## src/rtl/msrh_lsu_pkg.sv

```systemverilog
// Shared LSU types for the store-buffer issue path: line-request entry, access size, strobe helper.
package msrh_lsu_pkg;

  localparam int unsigned ST_BUF_WIDTH = 128;
  localparam int unsigned PADDR_W      = 40;
  localparam int unsigned XLEN_W       = 64;
  localparam int unsigned SB_B         = ST_BUF_WIDTH / 8;
  localparam int unsigned SB_OFF_W     = $clog2(SB_B);

  typedef enum logic [1:0] {
    SizeB = 2'd0,
    SizeH = 2'd1,
    SizeW = 2'd2,
    SizeD = 2'd3
  } mem_size_t;

  typedef struct packed {
    logic [PADDR_W-1:0]      paddr;
    logic [SB_B-1:0]         strb;
    logic [ST_BUF_WIDTH-1:0] data;
  } stbuf_issue_entry_t;

  function automatic logic [SB_B-1:0] gen_line_strb(input logic [SB_OFF_W-1:0] off,
                                                    input mem_size_t size);
    logic [SB_B-1:0] base;
    unique case (size)
      SizeB:   base = SB_B'(8'h01);
      SizeH:   base = SB_B'(8'h03);
      SizeW:   base = SB_B'(8'h0f);
      default: base = SB_B'(8'hff);
    endcase
    return base << off;
  endfunction

endpackage

```

## src/rtl/msrh_stbuf_issue_align.sv

```systemverilog
// Places a right-justified store into its byte lanes of a store-buffer line request.
module msrh_stbuf_issue_align
  import msrh_lsu_pkg::*;
(
  input  logic [PADDR_W-1:0] paddr_i,
  input  logic [1:0]         size_i,
  input  logic [XLEN_W-1:0]  data_i,
  output stbuf_issue_entry_t entry_o
);

  logic [SB_OFF_W-1:0]     off;
  logic [ST_BUF_WIDTH-1:0] data_wide;

  assign off       = paddr_i[SB_OFF_W-1:0];
  assign data_wide = ST_BUF_WIDTH'(data_i);

  always_comb begin
    entry_o       = '0;
    entry_o.paddr = {paddr_i[PADDR_W-1:SB_OFF_W], {SB_OFF_W{1'b0}}};
    entry_o.strb  = gen_line_strb(off, mem_size_t'(size_i));
    entry_o.data  = data_wide << {off, 3'b000};
  end

endmodule

```

## src/rtl/msrh_stbuf_issue.sv

```systemverilog
// In-order store-buffer request FIFO fed by the STQ commit port.
// Define MSRH_STBUF_ISSUE_COALESCE_EN to merge same-line stores into the tail entry.
module msrh_stbuf_issue
  import msrh_lsu_pkg::*;
#(
  parameter int unsigned DEPTH        = 4,
  parameter int unsigned ST_BUF_WIDTH = msrh_lsu_pkg::ST_BUF_WIDTH,
  parameter int unsigned PADDR_W      = msrh_lsu_pkg::PADDR_W,
  parameter int unsigned XLEN_W       = msrh_lsu_pkg::XLEN_W
) (
  input  logic                      i_clk,
  input  logic                      i_reset,
  input  logic                      i_commit_valid,
  output logic                      o_commit_ready,
  input  logic [PADDR_W-1:0]        i_commit_paddr,
  input  logic [1:0]                i_commit_size,
  input  logic [XLEN_W-1:0]         i_commit_data,
  output logic                      o_stbuf_valid,
  output logic [PADDR_W-1:0]        o_stbuf_paddr,
  output logic [ST_BUF_WIDTH/8-1:0] o_stbuf_strb,
  output logic [ST_BUF_WIDTH-1:0]   o_stbuf_data,
  input  logic                      i_stbuf_accept,
  output logic                      o_empty
);

  localparam int unsigned PtrW = $clog2(DEPTH);
  localparam int unsigned CntW = PtrW + 1;

  stbuf_issue_entry_t mem_q [DEPTH];
  logic [PtrW-1:0]    wr_ptr_q, wr_ptr_d, rd_ptr_q, rd_ptr_d, tail_ptr;
  logic [CntW-1:0]    count_q, count_d;

  stbuf_issue_entry_t aligned, merged, wr_entry;
  logic               push, pop, merge, alloc;
  logic [PtrW-1:0]    wr_idx;

  msrh_stbuf_issue_align u_align (
    .paddr_i (i_commit_paddr),
    .size_i  (i_commit_size),
    .data_i  (i_commit_data),
    .entry_o (aligned)
  );

  assign o_commit_ready = (count_q < CntW'(DEPTH));
  assign o_stbuf_valid  = (count_q != '0);
  assign o_empty        = (count_q == '0);

  assign push     = i_commit_valid & o_commit_ready;
  assign pop      = o_stbuf_valid & i_stbuf_accept;
  assign tail_ptr = wr_ptr_q - PtrW'(1);

`ifdef MSRH_STBUF_ISSUE_COALESCE_EN
  assign merge = push && (count_q >= CntW'(2)) && !(pop && (tail_ptr == rd_ptr_q)) &&
                 (mem_q[tail_ptr].paddr == aligned.paddr);
`else
  assign merge = 1'b0;
`endif
  assign alloc = push & ~merge;

  // Newer store wins on overlapping bytes.
  always_comb begin
    merged      = mem_q[tail_ptr];
    merged.strb = merged.strb | aligned.strb;
    for (int i = 0; i < int'(SB_B); i++) begin
      if (aligned.strb[i]) merged.data[8*i +: 8] = aligned.data[8*i +: 8];
    end
  end

  assign wr_entry = merge ? merged : aligned;
  assign wr_idx   = merge ? tail_ptr : wr_ptr_q;

  always_comb begin
    wr_ptr_d = wr_ptr_q + (alloc ? PtrW'(1) : PtrW'(0));
    rd_ptr_d = rd_ptr_q + (pop ? PtrW'(1) : PtrW'(0));
    count_d  = count_q;
    if (alloc && !pop)      count_d = count_q + CntW'(1);
    else if (!alloc && pop) count_d = count_q - CntW'(1);
  end

  always_ff @(posedge i_clk) begin
    if (i_reset) begin
      count_q  <= '0;
      wr_ptr_q <= '0;
      rd_ptr_q <= '0;
    end else begin
      count_q  <= count_d;
      wr_ptr_q <= wr_ptr_d;
      rd_ptr_q <= rd_ptr_d;
    end
  end

  always_ff @(posedge i_clk) begin
    if (!i_reset && push) mem_q[wr_idx] <= wr_entry;
  end

  assign o_stbuf_paddr = mem_q[rd_ptr_q].paddr;
  assign o_stbuf_strb  = mem_q[rd_ptr_q].strb;
  assign o_stbuf_data  = mem_q[rd_ptr_q].data;

  // The STQ only commits naturally aligned stores, so none may straddle a line.
  logic [SB_OFF_W:0] end_byte;
  assign end_byte = {1'b0, i_commit_paddr[SB_OFF_W-1:0]} + ((SB_OFF_W+1)'(1) << i_commit_size);

  a_no_line_cross: assert property (@(posedge i_clk) disable iff (i_reset)
    i_commit_valid |-> (end_byte <= (SB_OFF_W+1)'(SB_B)));

endmodule
```

## config.mk

```make
export PLATFORM = sky130hd
export DESIGN_NAME = msrh_stbuf_issue
export DESIGN_NICKNAME = d
export VERILOG_FILES = /design/src/rtl/msrh_lsu_pkg.sv /design/src/rtl/msrh_stbuf_issue_align.sv /design/src/rtl/msrh_stbuf_issue.sv
export SDC_FILE = /design/constraint.sdc
export NUM_CORES = 1
export LEC_CHECK = 0
export ABC_AREA = 1
export CAP_MARGIN = 40
export CORE_ASPECT_RATIO = 1.75
export CORE_UTILIZATION = 41
export DETAILED_ROUTE_END_ITERATION = 6
export MAX_ROUTING_LAYER = met4
export PLACE_DENSITY = 0.61
export REMOVE_ABC_BUFFERS = 1
export SETUP_SLACK_MARGIN = 0.5
export SLEW_MARGIN = 30
export SYNTH_ARGS = -nofsm -noshare
export SYNTH_HDL_FRONTEND = slang
export SYNTH_HIERARCHICAL = 1
export SYNTH_SLANG_ARGS = --single-unit
```

## constraint.sdc

```tcl
create_clock -name i_clk -period 26.9 [get_ports i_clk]
set_input_delay 2.69 -clock i_clk [delete_from_list [all_inputs] [get_ports i_clk]]
set_output_delay 2.69 -clock i_clk [all_outputs]
set_load 0.02 [all_outputs]
```

==> impl_metrics.csv <==
group,metric,value,unit
timing,fin_skew,0.0241,ns
place,hpwl,54500,um
global_routing,grt_max_degree,192,
place,place_area,34700,um^2
route,wl_per_cell,22.7,um
timing,rsz0062_at_grt,"no",
timing,fmax,147,MHz
timing,setup-tns-final,0,ns
cells_and_area,nets,2973,
logic_synthesis,seq_area_frac_synth,0.709,
route,via_per_inst,5.56,
route,topRoutingLayerUsed,"met4",
cells_and_area,area_delta_synth_final,18.6,%
route,drc,0,
timing,holdWs,0.528,ns
logic_synthesis,yosysWarningCount,6,
critical_path,worstSetupStartpointType,"flop",
logic_synthesis,synth_cells,2656,
clock_tree,clk_pin_slew_worst_paths,0.06,ns
floorplan,dieHeight,368,um
timing,worst_pin_slew,0.850,ns
floorplan,io_pins,297,
power,ir_drop,0.0590,mV
critical_path,critPathMaxFanout,75,
power,p_leak,12.9,nW
route,wl_met1,34600,um
floorplan,die_area,77700,um^2
clock_tree,clock_sinks,743,
critical_path,critPathRequiredTime,24.21,ns
global_routing,grt_pass1_wl,132000,um
route,routed_wl,89200,um
global_routing,grt_use_total,0.234,
route,met3_length,6370,um
timing,slew_violations,0,
timing,period_share,0.254,
route,drt-initial-drc-count,1925,
power,powerDensity,96.3,nW/um^2
route,drt-pass1-iter-count,5,
clock_tree,post_cts_buffers,0,
power,p_comb_frac,0.338,
route,drtAntennaViolNets,0,
place,place_congestion,0.884,
clock_tree,h-tree-depth,3,
logic_synthesis,avgSynthCellArea,11.8,um^2
critical_path,critPathCaptureType,"output port",
power,p_sw_frac,0.342,
critical_path,crit_type,"reg2out",
global_routing,overflow,0,
global_routing,grt_pass1_vias,21400,
route,wl_met2,44000,um
floorplan,core_area,75400,um^2
cells_and_area,drive_gt1_frac,0.0597,
clock_tree,postCtsHoldBufs,0,
logic_synthesis,synth_cell_types,33,
floorplan,row_count,133,
power,clock_power_share,0.275,
clock_tree,clkLatencyLatePin,0.63,ns
power,power.switching,1.23,mW
clock_tree,cts_buffers,70,
clock_tree,post_cts_resized,0,
power,seqPwrFrac,0.387,
timing,finalHoldViolations,0,
min_path,hp-class,"reg2reg",
cells_and_area,mostFrequentLayoutCell,"edfxtp_1",
cells_and_area,design_area,37200,um^2
timing,slew_headroom,0.434,
cells_and_area,most-common-layout-cells,"edfxtp_1, nor2_1, nand2_1, clkdlybuf4s50_1, o21ai_0",
cells_and_area,fin_util,0.494,
clock_tree,cts-root-buf,"clkbuf_16",
logic_synthesis,syn_area,31400,um^2
clock_tree,cts_tree,"done",
outcome,status,"finished, final reports clean",
flow_run,cap_violations,0,
critical_path,cp_data_arrival_time,4.13,ns
route,routed-via-count,21900,
floorplan,die_x,211,um
floorplan,initial_utilization,0.416,
global_routing,antenna_found_initial,7,
timing,period_needed,6.82,ns
logic_synthesis,synth_seq_cells,743,
place,port-buffer-count,296,
clock_tree,cts_max_path_buffers,3,
timing,setup_viol_count_final,0,
power,p_int,2.36,mW
## logic make-up after synthesis
group | count (synthesis) | share of synthesized area
XOR/XNOR | 3 | 0.000837
other | 1 | 0.000119
AO/OA/AOI/OAI | 618 | 0.108
adder cells (fa/ha/maj) | 4 | 0.00183
AND/OR/NAND/NOR | 1038 | 0.133
flip-flops | 743 | 0.709
buffers and inverters | 249 | 0.0478
## final timing paths
check | start | to | slack [ns] | depth (start not counted)
worst min register to register | count_q[1] | count_q[1] | 0.53 | 2
worst max-delay path | rd_ptr_q[0] | o_stbuf_data[30] | 20.08 | 6
worst min-delay path | count_q[1] | count_q[1] | 0.53 | 2
worst max register to register | count_q[2] | mem_q[0][182] | 23.85 | 6
## cell usage after synthesis
| cell | number | area share |
|---|---|---|
| edfxtp_1 | 736 | 0.70 |
| nor2_1 | 449 | 0.054 |
| nand2_1 | 413 | 0.049 |
| o21ai_0 | 263 | 0.042 |
| o22ai_1 | 193 | 0.038 |
| nand3_1 | 162 | 0.026 |
| o21ai_1 | 109 | 0.017 |
| clkbuf_1 | 70 | 0.0084 |
| buf_4 | 68 | 0.016 |
| buf_2 | 35 | 0.0056 |
| buf_6 | 31 | 0.011 |
| a21oi_1 | 27 | 0.0043 |
| o211ai_1 | 26 | 0.0062 |
| inv_1 | 23 | 0.0028 |
| buf_1 | 11 | 0.0013 |
| dfxtp_1 | 7 | 0.0045 |
| inv_2 | 7 | 0.00084 |
| nor3_1 | 5 | 0.00080 |
| ha_1 | 3 | 0.0012 |
| nor2_4 | 3 | 0.0011 |
| nor2_2 | 2 | 0.00040 |
| xnor2_1 | 2 | 0.00056 |
| and2_1 | 1 | 0.00020 |
| buf_12 | 1 | 0.00064 |
| buf_8 | 1 | 0.00048 |
| clkinv_1 | 1 | 0.00012 |
| conb_1 | 1 | 0.00012 |
| fa_1 | 1 | 0.00064 |
| inv_6 | 1 | 0.00028 |
| nand4_1 | 1 | 0.00020 |
| nor2_8 | 1 | 0.00064 |
| nor3_2 | 1 | 0.00032 |
| xor2_1 | 1 | 0.00028 |
## routing by layer
metal,track usage,vias to the layer above
met5,-,-
met1,0.275,10800
met2,0.381,916
met4,0.117,0
li1,-,10000
met3,0.0444,189
## state kept, by name, summed over array words and instances (netlist names)
register and flops:
mem_q 736, count_q 3, rd_ptr_q 2, wr_idx 2
## power by group through the flow
stage	registers [mW]	clock network (mW)	logic (mW)
global placement	1.41	0	1.18
CTS	1.39	1.01	1.21
floorplan	1.47	0	0.606
finish	1.39	0.987	1.21
global route	1.39	1.05	1.29
detailed placement	1.41	0	1.21
## layout make-up
class                           count  area [um^2]
Fill cell                        6630        38200
Clock buffer                       84         1850
Multi-Input combinational cell   1667         7680
Inverter                           32          139
Tap cell                         1012         1270
Clock inverter                     43          424
Sequential cell                   743        22200
Antenna cell                        8         20.0
Timing Repair Buffer              345         3610
## metrics by stage
stage               power [mW]  setup slack (ns)  std cells
floorplan                 2.08             10.57       2442
global placement          2.59             20.62       3783
detailed placement        2.62             20.59       3791
CTS                       3.61             19.91       3918
global route              3.73             19.90       3933
finish                    3.58             20.08       3934
## critical path: stages, from the launching register on
cell and delay (ns):
dfxtp_4 0.79, buf_4 0.72, buf_4 0.42, buf_12 0.29
o21ai_0 0.13, o22ai_1 0.31, clkdlybuf4s50_1 0.67
(Power assumes the default switching activity.)
